[config.mk]
export PLATFORM = sky130hd
export DESIGN_NAME = fast_inv_sqrt_arbiter_flat
export DESIGN_NICKNAME = d
export VERILOG_FILES = /design/src/rtl/fast_inv_sqrt_arbiter_pkg.sv /design/src/rtl/fast_inv_sqrt_arbiter_if.sv /design/src/rtl/fast_inv_sqrt_arbiter_rr.sv /design/src/rtl/fast_inv_sqrt_arbiter.sv /design/src/flat_wrapper.sv
export SDC_FILE = /design/constraint.sdc
export NUM_CORES = 1
export LEC_CHECK = 0
export ABC_AREA = 1
export CELL_PAD_IN_SITES_DETAIL_PLACEMENT = 1
export CELL_PAD_IN_SITES_GLOBAL_PLACEMENT = 1
export CORE_MARGIN = 3
export CORE_UTILIZATION = 25
export CTS_CLUSTER_SIZE = 10
export DETAILED_ROUTE_END_ITERATION = 10
export PLACE_DENSITY_LB_ADDON = 0.1
export SLEW_MARGIN = 10
export SYNTH_ARGS = -nofsm -noshare
export SYNTH_HDL_FRONTEND = slang
export SYNTH_SLANG_ARGS = --single-unit
[constraint.sdc]
create_clock -name clk -period 3.2 [get_ports clk]
set_input_delay 0.64 -clock clk [delete_from_list [all_inputs] [get_ports clk]]
set_output_delay 0.64 -clock clk [all_outputs]
set_load 0.05 [all_outputs]
[src/rtl/fast_inv_sqrt_arbiter_pkg.sv]
// Shared types and constants for the fastInvSqrt arbiter slice.
// Latency: n/a (declarations only).
// Backpressure: n/a.
package fast_inv_sqrt_pkg;

   localparam int DATA_W_DEF = 16;

   typedef enum logic [2:0] {
      ST_IDLE,
      ST_ISSUE,
      ST_WAIT,
      ST_RESP,
      ST_FLUSH
   } state_t;

   // Result returned for a zero operand (saturated) and for an aborted core.
   // Both are single-bit patterns replicated to the instance width.
   localparam logic [DATA_W_DEF-1:0] ZERO_RESULT    = '1;
   localparam logic [DATA_W_DEF-1:0] TIMEOUT_RESULT = '0;

endpackage

[src/rtl/fast_inv_sqrt_arbiter_if.sv]
// Handshake bundles: requester side and fastInvSqrt core side.
// Latency: n/a (wires only).
// Backpressure: valid/ready on every channel.

// Requester bundle. master = requesters, slave = arbiter.
interface fisq_req_if #(
   parameter int NUM_REQ = 4,
   parameter int DATA_W  = fast_inv_sqrt_pkg::DATA_W_DEF
);
   logic [NUM_REQ-1:0]        req_valid;
   logic [NUM_REQ-1:0]        req_ready;
   logic [NUM_REQ*DATA_W-1:0] req_data;
   logic [NUM_REQ-1:0]        rsp_valid;
   logic [NUM_REQ-1:0]        rsp_ready;
   logic [DATA_W-1:0]         rsp_data;
   logic                      rsp_err;

   modport master (
      output req_valid, req_data, rsp_ready,
      input  req_ready, rsp_valid, rsp_data, rsp_err
   );
   modport slave (
      input  req_valid, req_data, rsp_ready,
      output req_ready, rsp_valid, rsp_data, rsp_err
   );
endinterface

// Core bundle. master = arbiter, slave = fastInvSqrt core.
interface fisq_core_if #(
   parameter int DATA_W = fast_inv_sqrt_pkg::DATA_W_DEF
);
   logic              core_rst;
   logic [DATA_W-1:0] core_data_in;
   logic              core_valid_in;
   logic              core_ready_in;
   logic [DATA_W-1:0] core_data_out;
   logic              core_valid_out;
   logic              core_ready_out;

   modport master (
      output core_rst, core_data_in, core_valid_in, core_ready_out,
      input  core_ready_in, core_data_out, core_valid_out
   );
   modport slave (
      input  core_rst, core_data_in, core_valid_in, core_ready_out,
      output core_ready_in, core_data_out, core_valid_out
   );
endinterface

[src/rtl/fast_inv_sqrt_arbiter_rr.sv]
// Round-robin pick: first set request searching upward from ptr+1 (wrapping).
// Latency: combinational.
// Backpressure: none; en_i low forces an empty grant.
module rr_arbiter #(
   parameter int NUM_REQ = 4,
   parameter int IDW     = $clog2(NUM_REQ)
) (
   input  logic [NUM_REQ-1:0] req_i,
   input  logic [IDW-1:0]     ptr_i,
   input  logic               en_i,
   output logic [NUM_REQ-1:0] gnt_o,
   output logic [IDW-1:0]     idx_o,
   output logic               vld_o
);

   // Scan NUM_REQ positions after the pointer; the first hit wins.
   always_comb begin
      int j;
      logic [IDW-1:0] k;
      gnt_o = '0;
      idx_o = '0;
      vld_o = 1'b0;
      j     = 0;
      k     = '0;
      for (int i = 1; i <= NUM_REQ; i++) begin
         j = int'(ptr_i) + i;
         if (j >= NUM_REQ) j = j - NUM_REQ;
         k = IDW'(j);
         if (en_i && !vld_o && req_i[k]) begin
            vld_o    = 1'b1;
            idx_o    = k;
            gnt_o[k] = 1'b1;
         end
      end
   end

endmodule

[src/rtl/fast_inv_sqrt_arbiter.sv]
// Shares one fastInvSqrt core among NUM_REQ requesters, one transaction at a time.
// Latency: accept c0, issue c1, response at 1+L+1 for core latency L; zero operand answers at c1.
// Backpressure: req_ready only in IDLE; operand and response held until their ready; hung core aborted after TIMEOUT.
module fast_inv_sqrt_arbiter
   import fast_inv_sqrt_pkg::*;
#(
   parameter int NUM_REQ   = 4,
   parameter int DATA_W    = DATA_W_DEF,
   parameter int TIMEOUT   = 255,
   parameter int RST_PULSE = 2,
   localparam int IDW      = $clog2(NUM_REQ)
) (
   input  logic             clk,
   input  logic             rst,
   fisq_req_if.slave        req,
   fisq_core_if.master      core,
   output logic             busy,
   output logic [IDW-1:0]   grant_id
);

   localparam int TW = $clog2(TIMEOUT + 1);
   localparam int PW = $clog2(RST_PULSE + 1);
   localparam logic [DATA_W-1:0] ZERO_RES = {DATA_W{ZERO_RESULT[0]}};
   localparam logic [DATA_W-1:0] TMO_RES  = {DATA_W{TIMEOUT_RESULT[0]}};

   state_t              state_q;
   logic [IDW-1:0]      rr_ptr_q;
   logic [IDW-1:0]      grant_q;
   logic [DATA_W-1:0]   op_q;
   logic [DATA_W-1:0]   rsp_data_q;
   logic                rsp_err_q;
   logic [NUM_REQ-1:0]  rsp_vld_q;
   logic                core_vld_q;
   logic                core_rdy_q;
   logic                flush_q;
   logic [TW-1:0]       tmo_q;
   logic [PW-1:0]       pls_q;

   logic [NUM_REQ-1:0]  arb_gnt;
   logic [IDW-1:0]      arb_idx;
   logic                arb_vld;
   logic [DATA_W-1:0]   win_dat;
   logic [NUM_REQ-1:0]  gnt_oh;
   logic                tmo_hit;
   logic                rsp_hs;

   // Grants only from IDLE and never while reset is held, so req_ready is 0 in reset.
   rr_arbiter #(.NUM_REQ(NUM_REQ), .IDW(IDW)) u_rr (
      .req_i (req.req_valid),
      .ptr_i (rr_ptr_q),
      .en_i  ((state_q == ST_IDLE) && !rst),
      .gnt_o (arb_gnt),
      .idx_o (arb_idx),
      .vld_o (arb_vld)
   );

   assign win_dat = req.req_data[arb_idx*DATA_W +: DATA_W];
   assign gnt_oh  = {{(NUM_REQ-1){1'b0}}, 1'b1} << grant_q;
   // >= because a handshake on the last allowed cycle carries the count past the limit.
   assign tmo_hit = (tmo_q >= TW'(TIMEOUT - 1));
   assign rsp_hs  = |(rsp_vld_q & req.rsp_ready);

   // Transaction FSM: all state and outputs registered here.
   always_ff @(posedge clk or posedge rst) begin
      if (rst) begin
         state_q    <= ST_IDLE;
         rr_ptr_q   <= IDW'(NUM_REQ - 1);
         grant_q    <= '0;
         op_q       <= '0;
         rsp_data_q <= '0;
         rsp_err_q  <= 1'b0;
         rsp_vld_q  <= '0;
         core_vld_q <= 1'b0;
         core_rdy_q <= 1'b0;
         flush_q    <= 1'b0;
         tmo_q      <= '0;
         pls_q      <= '0;
      end else begin
         case (state_q)
            ST_IDLE: begin
               if (arb_vld) begin
                  grant_q <= arb_idx;
                  op_q    <= win_dat;
                  if (win_dat == '0) begin
                     // Zero has no inverse square root: answer saturated, leave the core alone.
                     rsp_data_q <= ZERO_RES;
                     rsp_err_q  <= 1'b1;
                     rsp_vld_q  <= arb_gnt;
                     state_q    <= ST_RESP;
                  end else begin
                     tmo_q      <= '0;
                     core_vld_q <= 1'b1;
                     state_q    <= ST_ISSUE;
                  end
               end
            end
            ST_ISSUE: begin
               if (core.core_ready_in) begin
                  core_vld_q <= 1'b0;
                  core_rdy_q <= 1'b1;
                  tmo_q      <= tmo_q + 1'b1;
                  state_q    <= ST_WAIT;
               end else if (tmo_hit) begin
                  core_vld_q <= 1'b0;
                  flush_q    <= 1'b1;
                  pls_q      <= '0;
                  rsp_data_q <= TMO_RES;
                  rsp_err_q  <= 1'b1;
                  state_q    <= ST_FLUSH;
               end else begin
                  tmo_q <= tmo_q + 1'b1;
               end
            end
            ST_WAIT: begin
               if (core.core_valid_out) begin
                  rsp_data_q <= core.core_data_out;
                  rsp_err_q  <= 1'b0;
                  core_rdy_q <= 1'b0;
                  rsp_vld_q  <= gnt_oh;
                  state_q    <= ST_RESP;
               end else if (tmo_hit) begin
                  core_rdy_q <= 1'b0;
                  flush_q    <= 1'b1;
                  pls_q      <= '0;
                  rsp_data_q <= TMO_RES;
                  rsp_err_q  <= 1'b1;
                  state_q    <= ST_FLUSH;
               end else begin
                  tmo_q <= tmo_q + 1'b1;
               end
            end
            ST_FLUSH: begin
               if (pls_q == PW'(RST_PULSE - 1)) begin
                  flush_q   <= 1'b0;
                  rsp_vld_q <= gnt_oh;
                  state_q   <= ST_RESP;
               end else begin
                  pls_q <= pls_q + 1'b1;
               end
            end
            ST_RESP: begin
               if (rsp_hs) begin
                  rsp_vld_q <= '0;
                  rr_ptr_q  <= grant_q;
                  state_q   <= ST_IDLE;
               end
            end
            default: state_q <= ST_IDLE;
         endcase
      end
   end

   assign req.req_ready      = arb_gnt;
   assign req.rsp_valid      = rsp_vld_q;
   assign req.rsp_data       = rsp_data_q;
   assign req.rsp_err        = rsp_err_q;
   // The core is cleared with the arbiter as well as by the abort pulse.
   assign core.core_rst       = rst | flush_q;
   assign core.core_data_in   = op_q;
   assign core.core_valid_in  = core_vld_q;
   assign core.core_ready_out = core_rdy_q;
   assign busy                = (state_q != ST_IDLE);
   assign grant_id            = grant_q;

endmodule

[src/flat_wrapper.sv]
// flat-port wrapper written by rule: the top's interface ports become plain ports
module fast_inv_sqrt_arbiter_flat import fast_inv_sqrt_pkg::*;
#(
   parameter int NUM_REQ   = 4,
   parameter int DATA_W    = DATA_W_DEF,
   parameter int TIMEOUT   = 255,
   parameter int RST_PULSE = 2,
   localparam int IDW      = $clog2(NUM_REQ)
)
  (clk, rst, busy, grant_id, req_req_valid, req_req_data, req_rsp_ready, req_req_ready, req_rsp_valid, req_rsp_data, req_rsp_err, core_core_rst, core_core_data_in, core_core_valid_in, core_core_ready_out, core_core_ready_in, core_core_data_out, core_core_valid_out);
  fisq_req_if #(.NUM_REQ(NUM_REQ), .DATA_W(DATA_W)) req_i ();
  fisq_core_if #(.DATA_W(DATA_W)) core_i ();
  input  logic clk;
  input  logic rst;
  output logic busy;
  output logic [IDW-1:0] grant_id;
  input wire logic [$bits(req_i.req_valid)-1:0] req_req_valid;
  input wire logic [$bits(req_i.req_data)-1:0] req_req_data;
  input wire logic [$bits(req_i.rsp_ready)-1:0] req_rsp_ready;
  output wire logic [$bits(req_i.req_ready)-1:0] req_req_ready;
  output wire logic [$bits(req_i.rsp_valid)-1:0] req_rsp_valid;
  output wire logic [$bits(req_i.rsp_data)-1:0] req_rsp_data;
  output wire logic [$bits(req_i.rsp_err)-1:0] req_rsp_err;
  output wire logic [$bits(core_i.core_rst)-1:0] core_core_rst;
  output wire logic [$bits(core_i.core_data_in)-1:0] core_core_data_in;
  output wire logic [$bits(core_i.core_valid_in)-1:0] core_core_valid_in;
  output wire logic [$bits(core_i.core_ready_out)-1:0] core_core_ready_out;
  input wire logic [$bits(core_i.core_ready_in)-1:0] core_core_ready_in;
  input wire logic [$bits(core_i.core_data_out)-1:0] core_core_data_out;
  input wire logic [$bits(core_i.core_valid_out)-1:0] core_core_valid_out;
  assign req_i.req_valid = req_req_valid;
  assign req_i.req_data = req_req_data;
  assign req_i.rsp_ready = req_rsp_ready;
  assign req_req_ready = req_i.req_ready;
  assign req_rsp_valid = req_i.rsp_valid;
  assign req_rsp_data = req_i.rsp_data;
  assign req_rsp_err = req_i.rsp_err;
  assign core_core_rst = core_i.core_rst;
  assign core_core_data_in = core_i.core_data_in;
  assign core_core_valid_in = core_i.core_valid_in;
  assign core_core_ready_out = core_i.core_ready_out;
  assign core_i.core_ready_in = core_core_ready_in;
  assign core_i.core_data_out = core_core_data_out;
  assign core_i.core_valid_out = core_core_valid_out;
  fast_inv_sqrt_arbiter #(.NUM_REQ(NUM_REQ), .DATA_W(DATA_W), .TIMEOUT(TIMEOUT), .RST_PULSE(RST_PULSE)) u_core (.clk(clk), .rst(rst), .req(req_i), .core(core_i), .busy(busy), .grant_id(grant_id));
endmodule
* After elaboration in Yosys (flattened, before gate mapping)
Index checks and enable logic that the tools add are counted. Widths: inputs -> output; s select.
Storage, ports and cells: logic and storage cells 176, output and inout bits 47, flip-flop bits (word level) 57, input port bits 92
Cells by class: equality and inequality tests 17, bitwise logic cells 5, reductions and logical operators 35, add/subtract/negate cells 10, shift operators 2, magnitude comparators 13, muxes and demuxes 82
Operators by type and width (count):
- $mux 16 | 5
- $shiftx 64x7->16 | 1
- $pmux 16 s3 | 1
- $mux 8 | 5
- $mux 4 | 9
- $mux 1 | 27
- $mux 2 | 13
- $pmux 8 s3 | 1
- $reduce_and 4->1 | 5
- $mux 3 | 6
- $logic_not 16->1 | 1
- $pmux 4 s4 | 1
- $pmux 3 s5 | 1
- $ne 2x2->1 const B | 7
- $logic_and 1x1->1 | 12
- $lt 2x3->1 const B | 4
- $or 4x4->4 | 3
- $ge 3x3->1 const B | 3
- $reduce_bool 3->1 | 3
- $add 8x1->8 const B | 1
- $bmux 1 s2 | 4
- $demux 1 s2 | 4
- $ge 2x1->1 const B | 4
- $ge 8x8->1 const B | 1
- other kinds (26) | 42

* Longest topological paths before layout
Gate-level depths: netlist (run 1).
depth after elaboration 24, gate-level depth with buffers 25, gate-level depth less buffers 22

* Cells and area by module
A second synthesis (run 1) with hierarchy kept.
Unflattened totals: cell total of the unflattened synthesis 678, area total of the unflattened synthesis 4445.5 um2
By module, submodules not included:
- fast_inv_sqrt_arbiter | area an instance 3876.2 um2, cells an instance 585, instances 1, seq. area each 1428.9 um2
- rr_arbiter | area an instance 569.3 um2, cells an instance 93, instances 1, seq. area each 0.0 um2

* Worst setup path before layout (run 1)
No wires, ideal clock.
path type input port to flip-flop, start point input rst, end point register u_core.rsp_data_q[10], in the netlist u_core.req.rsp_data[10], arrival time 3.580 ns, data required time 3.081 ns, setup time 0.119 ns, buffers on the path 2, slack -0.500 ns, stages 20, cells stage by stage inv_1 -> nand2_1 -> nor2_1 -> o21ai_1 -> nand2_1 -> nand2_1 -> nand2_4 -> inv_4 -> buf_6 -> nand3_1 -> nand2_1 -> nor2_1 -> nand2_1 -> nor2_2 -> nand2_1 -> nand2_2 -> nand3_4 -> buf_6 -> nand2_1 -> nand2_1
Between the ends: word-level cells in the longest chain between the ends 20, elaborated cells between the ends (all ways) 25, those cells by class 2 x eq/ne; 1 x shift; 8 x mux; 14 x reduce/logical
Ends and longest elaborated chain:
- start: declaration | line flat_wrapper.sv:14 | input logic rst;
- $logic_not 1->1 (*) | line fast_inv_sqrt_arbiter.sv:51 | .en_i ((state_q == ST_IDLE) && !rst),
- $logic_and 1x1->1 (*) | line fast_inv_sqrt_arbiter.sv:51
- $logic_and 1x1->1 | line fast_inv_sqrt_arbiter_rr.sv:29 | if (en_i && !vld_o && req_i[k]) begin
- $mux 1 | line fast_inv_sqrt_arbiter_rr.sv:29
- $logic_not 1->1 | line fast_inv_sqrt_arbiter_rr.sv:29
- $logic_and 1x1->1 (2 in series) | line fast_inv_sqrt_arbiter_rr.sv:29
- $mux 1 | line fast_inv_sqrt_arbiter_rr.sv:29
- $logic_not 1->1 | line fast_inv_sqrt_arbiter_rr.sv:29
- $logic_and 1x1->1 (2 in series) | line fast_inv_sqrt_arbiter_rr.sv:29
- $mux 1 | line fast_inv_sqrt_arbiter_rr.sv:29
- $logic_not 1->1 | line fast_inv_sqrt_arbiter_rr.sv:29
- $logic_and 1x1->1 (2 in series) | line fast_inv_sqrt_arbiter_rr.sv:29
- $mux 2 | line fast_inv_sqrt_arbiter_rr.sv:29
- $shiftx 64x7->16 | line fast_inv_sqrt_arbiter.sv:57 | assign win_dat = req.req_data[arb_idx*DATA_W +: DATA_W];
- $logic_not 16->1 | line fast_inv_sqrt_arbiter.sv:84 | if (win_dat == '0) begin
- $ne 2x2->1 (no line)
- $reduce_and 4->1 (no line) (*)
- end signal: assignment | line fast_inv_sqrt_arbiter.sv:116 | rsp_data_q <= core.core_data_out;
- end: declaration | line fast_inv_sqrt_arbiter.sv:30 | logic [DATA_W-1:0] rsp_data_q;
Every way passes the cells marked *; elsewhere a longest branch is shown, timed or not. A chain may end at the register's enable or synchronous reset.

* Worst setup path after layout (run 1)
start point register u_core.rr_ptr_q[0], end point output req_req_ready[3]
Between the ends: word-level cells in the longest chain between the ends 19, elaborated cells between the ends (all ways) 64, those cells by class 8 x add/sub; 12 x order compare; 27 x mux; 3 x bitwise; 14 x reduce/logical
Ends and longest elaborated chain:
- start: declaration | line fast_inv_sqrt_arbiter.sv:27 | logic [IDW-1:0] rr_ptr_q;
- start signal: assignment | line fast_inv_sqrt_arbiter.sv:67 | rr_ptr_q <= IDW'(NUM_REQ - 1);
- start signal: assignment | line fast_inv_sqrt_arbiter.sv:144 | rr_ptr_q <= grant_q;
- branches (longest 18 deep; another with $add 2x1->3)
- $mux 4 (*) | line fast_inv_sqrt_arbiter_rr.sv:29
- end: declaration | line flat_wrapper.sv:20 | output wire logic [$bits(req_i.req_ready)-1:0] req_req_ready;
Mark *: on every way between the ends. The select of a mux whose other input is x is not followed.

==> results of run 1 <==
[power by group]
| group | internal [uW] | leakage, uW | total [uW] | switching, uW |
|---|---|---|---|---|
| clock network | 643 | 0.000150 | 993 | 351 |
| logic | 2640 | 0.00257 | 6650 | 4000 |
| registers | 1040 | 0.000688 | 1300 | 263 |
| total | 4320 | 0.00340 | 8940 | 4620 |
[routing by layer]
layer	global-route usage	vias up
met2	0.300	124
met3	0.0296	22
met4	0.0671	0
li1	-	2524
met5	0	-
met1	0.224	2438
[per-stage QoR]
step | hold slack, ns | setup TNS (ns) | total power, uW
2_1_floorplan | 0.442 | -2.10 | 4790
3_3_place_gp | 0.464 | -8.11 | 6880
3_5_place_dp | 0.472 | -10.71 | 7010
4_1_cts | 0.484 | 0 | 8220
5_1_grt | 0.530 | -1.53 | 9570
6_report | 0.488 | 0 | 8940
[placed cells by master, fill, tap and decap left out, types with 9 or more instances in the layout]
| master | synthesis | layout |
|---|---|---|
| buf_4 | 3 | 63 |
| nand4_1 | 30 | 30 |
| dfrtp_1 | 55 | 55 |
| nand2_4 | 8 | 10 |
| clkbuf_16 | 0 | 14 |
| nand3_2 | 4 | 13 |
| a31oi_1 | 17 | 16 |
| nand3_1 | 82 | 71 |
| nand2_2 | 7 | 43 |
| nand2_1 | 203 | 162 |
| inv_1 | 59 | 56 |
| a21oi_1 | 11 | 9 |
| nand3b_1 | 13 | 13 |
| clkdlybuf4s50_1 | 0 | 132 |
| nor2_1 | 46 | 37 |
| o21ai_0 | 18 | 15 |
| buf_12 | 0 | 9 |
[sequential cells by signal (all words and copies together), names as in the netlist]
signal,count
u_core.core.core_valid_in,1
u_core.core.core_ready_out,1
u_core.rr_ptr_q,2
u_core.flush_q,1
u_core.req.rsp_data,16
u_core.grant_id,2
u_core.req.rsp_err,1
u_core.pls_q,2
u_core.req.rsp_valid,4
u_core.core.core_data_in,16
u_core.state_q,3
u_core.tmo_q,8
[critical path: cells and delay by family (launching register included)]
family	cells	cell delay [ns]
compound gates	3	0.26
fa+ha+maj	1	0.28
buf+inv	6	0.73
flops	1	0.58
simple gates	3	0.31
[cell families (layout without fill, tap and decap cells)]
| group | after synthesis | in the layout |
|---|---|---|
| AO/OA/AOI/OAI | 66 | 66 |
| XOR/XNOR | 4 | 4 |
| adder cells (fa/ha/maj) | 7 | 7 |
| buffers and inverters | 93 | 297 |
| flip-flops | 57 | 57 |
| AND/OR/NAND/NOR | 406 | 408 |
[cell type report]
cell class              count  area, sq um  area share
well taps                 220          275      0.0377
repair buffers            216         2180       0.299
clock buffers              13          260      0.0357
inverters                  65          255      0.0350
flip-flops and latches     57         1430       0.196
clock inverters             3         40.0     0.00549
multi-input cells         485         2850       0.391
[worst paths after layout]
| check | from | endpoint | slack, ns |
|---|---|---|---|
| min | u_core.core.core_valid_in | u_core.core.core_valid_in | 0.49 |
| max | u_core.rr_ptr_q[0] | req_req_ready[3] | 0.06 |
| max in group asynchronous | rst | u_core.tmo_q[7] | 1.97 |
| min in group asynchronous | rst | u_core.flush_q | 0.73 |
| min reg2reg | u_core.core.core_valid_in | u_core.core.core_valid_in | 0.49 |
| max reg2reg | u_core.rr_ptr_q[0] | u_core.req.rsp_data[15] | 0.08 |
[repair_timing]
item,CTS,global route
gates resized for setup,16,85
setup endpoints to repair,35,35
hold endpoints to repair,0,0
setup buffers,1,8
pin swaps,4,34
cloned,2,5
hold buffers,0,0
==> out/qor.yml, run 1 <==
outcome:
  status: "complete, no violations"
synth:
  synth_top_area_frac: 0.319
  synth_area_leaders: "dfrtp_1 32%, nand2_1 18%, nand3_1 9.5%"
  netlist_area_sq_um: 4320
  yosys-top-cells-count: "203 x nand2_1, 82 x nand3_1, 59 x inv_1, 55 x dfrtp_1, 46 x nor2_1"
  synth_compound_area_frac: 0.0953
  syn_inst: 633
  synth.avg_cell_area_sq_um: 6.82
  yosysWarnings: 0
  ys_seq_area_frac: 0.331
  synthSimpleGateAreaFrac: 0.451
  synthMuxAreaShare: 0
  synth_top_family_by_area: "simple AND/OR/NAND/NOR gates"
  yosys.area.top_type: "dfrtp_1"
  synth_seq_cells: 57
  synth_edf_count: 0
  yosysMostFrequentCell: "nand2_1"
  ys.flop_type: "dfrtp_1"
  yosysUniqueCellTypes: 43
  synth_xor_area_frac: 0.00811
  syn-num-nets: 732
  synth-adder-area-share: 0.0203
  async_flop_share: 1.00
layout:
  drive_above_1_share: 0.248
  final-instance-count-excl-fill: 1059
  diodes: 0
  design_area_sq_um: 7290
  final_util: 0.435
  syn2layout_area_growth_pct: 68.9
  final_nets: 933
  fillers: 2046
route:
  drt_pass1_iterations: 4
  wl_per_cell_um: 16.4
  drt_iter0_drc: 240
  drt-met1-wl_mm: 7.73
  drt_wl_total_mm: 17.4
  via_per_inst: 4.82
  wl_met3_um: 665
  drc_errors: 0
  ant_nets: 0
  vias: 5108
  highest_layer: "met4"
  wl_met2_mm: 8.67
clocking:
  cts_made_buffers: 9
  cts_root_buffer: "clkbuf_16"
  path_clk_slew_ns: 0.05
  clkLatencyLatePin_ns: 0.34
  clock-sinks: 57
  cts_tree: "yes"
  cts.htree.levels: 3
  cts_buffer_depth: 2
sta:
  drv_slew: 0
  rsz0062_at_grt: "true"
  finalWorstPathRequiredPeriod_ns: 3.14
  clock.fmax_mhz: 318
  hold_viol: 0
  period_share: 0.982
  tightest_slew_ns: 0.779
  finalClockSkew_ns: 0.00907
  finalSetupViolCount: 0
  slew_headroom: 0.481
  fin_ws_ns: 0.0587
floorplanning:
  start_util: 0.258
  die_h_um: 137
  die_x_um: 137
  core_area_sq_um: 16800
  pin_count: 139
  placementRows: 47
  dieArea_sq_um: 18900
setup_path:
  critPathMaxFanout: 4
  crit_chain: "inv_6 > ha_4 > buf_6 > nand3_4 > nand2_4 > nand3_4 > buf_4 > buf_4 > o22ai_2 > a21oi_1 > o21ai_1 > buf_4 > buf_12"
  rr_worst_depth: 23
  critPathLaunchType: "flip-flop"
  worstPathArrival_ns: 2.50
  worst_path_max_delay_cell: "dfstp_2"
  cp_slowest_stage_delay_ns: 0.58
  crit_path_end_kind: "output port"
  worstSetupPathType: "flip-flop to output port"
  required_ns: 2.56
  critPathMostFrequentCell: "buf_4"
place:
  portBuffers: 138
  dp_slack_ns: -0.396
  placed_area_sq_um: 6390
  hpwl_mm: 12.6
  dp.cells: 1027
  place_congestion: 0.818
pwr:
  powerDensity_nw_per_um2: 1230
  ir_worst_vdd_uv: 508
  leakage_uw: 0.00340
global_routing:
  grt-ovfl-total: 0
  grt_max_degree: 58
  grt_pass1_wl_mm: 26.4
  grt_use_total: 0.177
  grt_pass1_vias: 5261
  antenna_found_initial: 0
hold_path:
  hp-class: "flip-flop to flip-flop"
  hold_depth: 2
run:
  drv_cap: 0
No activity file was read; power rests on OpenSTA's default activity.
==> run 2: changes to the inputs <==
- CTS_BUF_LIST: default -> sky130_fd_sc_hd__clkbuf_8
- DONT_BUFFER_PORTS: default -> 1
- clock period: 3.2 -> 3.5 ns (I/O delays scaled with it)
==> run 2 against run 1 <==
Sequential cell count did not move. Non-clock buffer count fell by 193. Utilization fell by 14 points. Count of clock-buffer cells in the layout did not move. Critical path type unchanged.
==> out/qor.yml, run 2 (synthesized netlist as in run 1, its figures left out) <==
pwr:
  ir_worst_vdd_uv: 367  # was 508 uV
  switching_share: 0.602  # was 0.516
  seqPwrFrac: 0.331  # was 0.146
  powerDensity_nw_per_um2: 1220  # was 1230 nW/um^2
  clkPwrFrac: 0.114  # was 0.111
  combPwrFrac: 0.556  # was 0.743
  p_int_uw: 2420  # was 4320 uW
  p_sw_uw: 3670  # was 4620 uW
  leakage_uw: 0.00243  # was 0.00340 uW
outcome:
  status: "complete, no violations"  # unchanged
setup_path:
  critPathMostFrequentCell: "buf_4"  # unchanged
  crit_path_end_kind: "output port"  # unchanged
  critPathMaxFanout: 6  # was 4
  cp-endpoint: "req_req_ready[2]"  # was req_req_ready[3]
  setup.worst_path.start: "u_core.rr_ptr_q[0]"  # unchanged
  cp_top_family: "buffers and inverters"  # unchanged
  cp_slowest_stage_delay_ns: 0.57  # was 0.58 ns
  critical_path_depth: 11  # was 13
  reg2reg_setup_slack_ns: 0.35  # was 0.08 ns
  worstPathArrival_ns: 2.58  # was 2.50 ns
  required_ns: 2.80  # was 2.56 ns
  rr_startpoint: "u_core.rr_ptr_q[0]"  # unchanged
  rr_worst_depth: 21  # was 23
  critPathLaunchType: "flip-flop"  # unchanged
  crit_chain: "inv_6 > ha_4 > inv_2 > nand3_1 > nand2_2 > nand4_2 > nor2_4 > buf_4 > inv_1 > o21ai_1 > buf_4"  # was inv_6 > ha_4 > buf_6 > nand3_4 > nand2_4 > nand3_4 > buf_4 > buf_4 > o22ai_2 > a21oi_1 > o21ai_1 > buf_4 > buf_12
  crit_buf_inv: 5  # was 6
  worst_path_max_delay_cell: "dfstp_2"  # unchanged
  worstSetupPathType: "flip-flop to output port"  # unchanged
  rr_endpoint: "u_core.req.rsp_data[10]"  # was u_core.req.rsp_data[15]
global_routing:
  grt-ovfl-total: 0  # unchanged
  grt_use_total: 0.171  # was 0.177
  antenna_found_initial: 2  # was 0
  grt_max_degree: 58  # unchanged
  grt_pass1_vias: 4661  # was 5261
  grt_pass1_wl_mm: 25.2  # was 26.4 mm
layout:
  final_common_cell: "nand2_1"  # unchanged
  layout_common_cells: "202 x nand2_1, 80 x nand3_1, 57 x inv_1"  # was 162 x nand2_1, 132 x clkdlybuf4s50_1, 71 x nand3_1
  final_nets: 741  # was 933
  fillers: 2124  # was 2046
  drive_above_1_share: 0.133  # was 0.248
  syn2layout_area_growth_pct: 15.4  # was 68.9%
  final_util: 0.297  # was 0.435
sta:
  tightest_slew_ns: 0.809  # was 0.779 ns
  holdWs_ns: 0.481  # was 0.488 ns
  fin_ws_ns: 0.219  # was 0.0587 ns
  finalWorstPathRequiredPeriod_ns: 3.28
  finalSetupViolCount: 0  # unchanged
  slew_headroom: 0.460  # was 0.481
  hold_viol: 0  # unchanged
  setup_tns_ns: 0  # unchanged
  drv_slew: 0  # unchanged
  rsz0062_at_grt: "false"  # was true
  period_share: 0.938
  clock.fmax_mhz: 305
  finalClockSkew_ns: 0.0100  # was 0.00907 ns
route:
  wl_met3_mm: 1.11  # was 665 um
  vias: 4324  # was 5108
  ant_nets: 0  # unchanged
  drt-met1-wl_mm: 6.84  # was 7.73 mm
  wl_per_cell_um: 18.1  # was 16.4 um
  drt_iter0_drc: 196  # was 240
  drt_pass1_iterations: 4  # unchanged
  via_per_inst: 4.98  # was 4.82
  wl_met2_mm: 7.59  # was 8.67 mm
  drt_wl_total_mm: 15.7  # was 17.4 mm
  highest_layer: "met4"  # unchanged
  drc_errors: 0  # unchanged
place:
  hpwl_mm: 11.5  # was 12.6 mm
  place_congestion: 0.760  # was 0.818
  portBuffers: 0  # was 138
  dp_slack_ns: -0.251  # was -0.396 ns
run:
  drv_cap: 0  # unchanged
floorplanning:
  die_h_um: 137  # unchanged
  die_x_um: 137  # unchanged
  core_area_sq_um: 16800  # unchanged
  pin_count: 139  # unchanged
  placementRows: 47  # unchanged
  dieArea_sq_um: 18900  # unchanged
  start_util: 0.258  # unchanged
clocking:
  cts_made_buffers: 9  # unchanged
  clock-sinks: 57  # unchanged
  cts_buffer_depth: 2  # unchanged
  cts_tree: "yes"  # unchanged
  cts_root_buffer: "clkbuf_8"  # was clkbuf_16
  clkLatencyLatePin_ns: 0.36  # was 0.34 ns
  path_clk_slew_ns: 0.07  # was 0.05 ns
  cts.htree.levels: 3  # unchanged
hold_path:
  hold_depth: 2  # unchanged
  min-delay-start: "u_core.tmo_q[7]"  # was u_core.core.core_valid_in
  hp-class: "flip-flop to flip-flop"  # unchanged
[run 2: changes by cell type in the layout (fill, tap and decap cells not counted), sizes merged]
cell / before / now
clkdlybuf4s50: 132 / 0
diode: 0 / 2
clkbuf: 18 / 13
nand2: 218 / 219
clkinv: 4 / 3
buf: 78 / 23
dlymetal6s2s: 1 / 0
[run 2: how the worst min path moves through the flow]
stage	end
floorplan	u_core.tmo_q[7]
detailed placement	u_core.tmo_q[7]
finish	u_core.tmo_q[7]
CTS	u_core.tmo_q[7]
global route	u_core.tmo_q[7]
global placement	u_core.tmo_q[7]
[run 2: area by class of cell]
class,instances,area (sq um),share of cell area
clock buffer,13,179,0.0359
clock inverter,2,35.0,0.00703
timing repair buffer,23,201,0.0404
antenna,2,5.00,0.00100
tap,220,275,0.0552
inverter,65,255,0.0512
multi-input combinational,486,2600,0.522
sequential,57,1430,0.287
[run 2: routing by layer]
| metal | up-vias | global-route usage |
|---|---|---|
| li1 | 2124 | - |
| met1 | 2068 | 0.211 |
| met2 | 117 | 0.287 |
| met3 | 15 | 0.0515 |
| met4 | 0 | 0.0516 |
| met5 | - | 0 |
[run 2: metrics by stage]
| step | cells | instance area (sq um) | power (uW) |
|---|---|---|---|
| after floorplan | 633 | 4320 | 4360 |
| after global placement | 846 | 4620 | 5190 |
| after detailed placement | 846 | 4620 | 5260 |
| after CTS | 864 | 4900 | 6080 |
| after global routing | 868 | 4980 | 6660 |
| final | 868 | 4980 | 6090 |
[run 2: tightest hold or removal path: stages (launching register included)]
cell     delay (ns)
dfrtp_1        0.35
nand2_1        0.05
nand2_1        0.05
[run 2: power groups by stage]
stage          clock (uW)  combinational (uW)  sequential, uW
5_1_grt               750                3850            2060
4_1_cts               720                3340            2020
2_1_floorplan           0                2430            1930
3_3_place_gp            0                3160            2030
6_report              692                3380            2010
3_5_place_dp            0                3230            2040
[run 2: timing repair]
item                       CTS  global route
gates resized for setup      7            10
hold buffers                 0             0
buffers inserted             0             2
pin swaps                    1             5
setup endpoints to repair   31            32
gates cloned                 3             0
==> run 3: changes to the inputs <==
- CORE_MARGIN: 3 -> 4
==> run 3 against run 2 <==
Clock skew down 0.00064 ns. Worst setup slack worse by 0.0019 ns. Non-clock buffer count up 5. Sequential share of layout area down 0.23 points. Highest routed layer unchanged. Die area up 2.9%. Wire length up 2.1%. Critical path depth unchanged. Sequential power about the same. Largest cell class unchanged.
==> out/qor.yml, run 3 (synthesized netlist as in run 1, its figures left out) <==
setup_path:
  crit_chain: "inv_2 > ha_4 > buf_4 > nand3_2 > nand2_2 > nand4_4 > nor2_4 > buf_4 > inv_1 > o21ai_1 > buf_4"  # was inv_6 > ha_4 > inv_2 > nand3_1 > nand2_2 > nand4_2 > nor2_4 > buf_4 > inv_1 > o21ai_1 > buf_4
  worstPathArrival_ns: 2.58  # about the same
  critPathLaunchType: "flip-flop"  # unchanged
  required_ns: 2.80  # about the same
  worst_path_max_delay_cell: "dfstp_2"  # unchanged
  critPathMostFrequentCell: "buf_4"  # unchanged
  crit_buf_inv: 5  # unchanged
  worstSetupPathType: "flip-flop to output port"  # unchanged
  critPathMaxFanout: 4  # was 6
  cp_top_family: "buffers and inverters"  # unchanged
  cp_slowest_stage_delay_ns: 0.55  # was 0.57 ns
  crit_path_end_kind: "output port"  # unchanged
global_routing:
  grt_pass1_vias: 4688  # was 4661
  use_met1: 0.202  # was 0.211
  grt_max_degree: 58  # unchanged
  top_usage_layer: "met2"  # unchanged
  grt_use_total: 0.164  # was 0.171
  grt-ovfl-total: 0  # unchanged
  grt_util_met2: 0.272  # was 0.287
  grt_pass1_wl_mm: 25.8  # was 25.2 mm
  grt_use_met3: 0.0580  # was 0.0515
  antenna_found_initial: 0  # was 2
layout:
  multi_input_area_sq_um: 2630  # was 2600 sq um
  fillers: 2123  # was 2124
  diodes: 0  # was 2
  syn2layout_area_growth_pct: 16.3  # was 15.4%
  final_nets: 747  # was 741
  layout_common_cells: "197 x nand2_1, 80 x nand3_1, 58 x inv_1"  # was 202 x nand2_1, 80 x nand3_1, 57 x inv_1
  final_common_cell: "nand2_1"  # unchanged
  drive_above_1_share: 0.146  # was 0.133
  final_util: 0.300  # was 0.297
  ff_latch_area_sq_um: 1430  # unchanged
pwr:
  powerDensity_nw_per_um2: 1220  # about the same
  p_sw_uw: 3720  # was 3670 uW
  switching_share: 0.608  # was 0.602
  p_int_uw: 2400  # was 2420 uW
  seqPwrFrac: 0.332  # was 0.331
  clkPwrFrac: 0.096  # was 0.114
  ir_worst_vdd_uv: 354  # was 367 uV
  combPwrFrac: 0.571  # was 0.556
  leakage_uw: 0.00244  # was 0.00243 uW
  finalPower_uw: 6130  # was 6090 uW
place:
  portBuffers: 0  # unchanged
  hpwl_mm: 11.8  # was 11.5 mm
  place_congestion: 0.789  # was 0.760
sta:
  period_share: 0.938  # about the same
  clock.fmax_mhz: 305  # about the same
  finalSetupViolCount: 0  # unchanged
  finalClockSkew_ns: 0.00936  # was 0.0100 ns
  slew_headroom: 0.468  # was 0.460
  finalWorstPathRequiredPeriod_ns: 3.28  # about the same
  tightest_slew_ns: 0.798  # was 0.809 ns
  rsz0062_at_grt: "false"  # unchanged
  hold_viol: 0  # unchanged
  drv_slew: 0  # unchanged
floorplanning:
  dieArea_sq_um: 19400  # was 18900 sq um
  start_util: 0.258  # unchanged
  die_h_um: 139  # was 137 um
  core_area_sq_um: 16800  # unchanged
  placementRows: 47  # unchanged
  pin_count: 139  # unchanged
  die_x_um: 139  # was 137 um
route:
  vias: 4319  # was 4324
  drc_errors: 0  # unchanged
  drt_pass1_iterations: 4  # unchanged
  drt_iter0_drc: 127  # was 196
  via_per_inst: 4.95  # was 4.98
  drt_wl_total_mm: 16.1  # was 15.7 mm
  ant_nets: 0  # unchanged
  wl_per_cell_um: 18.4  # was 18.1 um
hold_path:
  hp-class: "input pin to asynchronous set/reset pin"  # was flip-flop to flip-flop
run:
  drv_cap: 0  # unchanged
clocking:
  cts_buffer_depth: 2  # unchanged
  cts.htree.levels: 3  # unchanged
  path_clk_slew_ns: 0.07  # about the same
  clkLatencyLatePin_ns: 0.35  # was 0.36 ns
  cts_made_buffers: 9  # unchanged
  clock-sinks: 57  # unchanged
  cts_root_buffer: "clkbuf_8"  # unchanged
  cts_tree: "yes"  # unchanged
outcome:
  status: "complete, no violations"  # unchanged
## run 3: changes by cell type in the layout (fill, tap and decap cells not counted), moves of 2 or more
cell     before  now
nand2_2       8   13
nand2_1     202  197
diode_2       2    0
buf_4        20   23
## run 3: worst reg2reg max path, cell delays in order (launching register included)
cell and delay, ns:
dfstp_2 0.55, inv_2 0.07, ha_4 0.28, buf_4 0.13, nand3_2 0.09, nand2_2 0.14, nand4_4 0.12, nor2_4 0.17
nand2_4 0.14, buf_12 0.19, nand3_1 0.09, nand2_1 0.05, nand2_1 0.07, nand2_1 0.07, nor2_2 0.16, nand2_2 0.08
nor2_4 0.14, nand2_2 0.09, nand2_4 0.15, nand3_4 0.17, nand2_1 0.11, nand2_1 0.06
## run 3: power groups by stage
stage	clock (uW)	sequential [uW]	combinational, uW
floorplan	0	1930	2430
global placement	0	2050	3220
detailed placement	0	2060	3290
CTS	619	2050	3350
global route	651	2090	3990
finish	591	2040	3500
## run 3: layout make-up
cell class | instances | share of cell area
clock buffer | 12 | 0.0329
clock inverter | 3 | 0.00324
inverter | 65 | 0.0508
sequential | 57 | 0.285
tap | 220 | 0.0548
timing repair buffer | 28 | 0.0498
multi-input combinational | 487 | 0.524
## run 3: worst paths after layout
kind	to	cells past startpoint	from	slack, ns
max	req_req_ready[2]	11	u_core.rr_ptr_q[1]	0.22
min	u_core.state_q[0]	2	rst	0.49
max reg2reg	u_core.req.rsp_err	21	u_core.rr_ptr_q[1]	0.28
min reg2reg	u_core.tmo_q[7]	2	u_core.tmo_q[7]	0.49
max in group asynchronous	u_core.req.rsp_data[12]	2	rst	2.49
min in group clk	u_core.tmo_q[7]	2	u_core.tmo_q[7]	0.49
## run 3: metal layers
layer	routed length, um	up-vias	part of all wire
met5	0	-	0
li1	-	2129	-
met3	1280	14	0.080
met1	6990	2068	0.43
met4	200	0	0.012
met2	7600	108	0.47
## run 3: metrics by stage
step           setup TNS, ns  hold slack [ns]  instance area, sq um  setup slack [ns]  instances
2_1_floorplan         -0.415            0.442                  4320            -0.104        633
3_3_place_gp               0            0.465                  4660            0.0399        851
3_5_place_dp          -0.924            0.489                  4660           -0.0753        851
4_1_cts                    0            0.506                  4870            0.0435        867
5_1_grt                    0            0.539                  5020           0.00493        872
6_report                   0            0.492                  5020             0.217        872
## run 3: repair_timing
action	CTS	global route
hold buffers	0	0
gates resized for setup	4	23
pin swaps	0	8
setup endpoints to repair	17	31
setup buffers	0	2
gates cloned	1	3
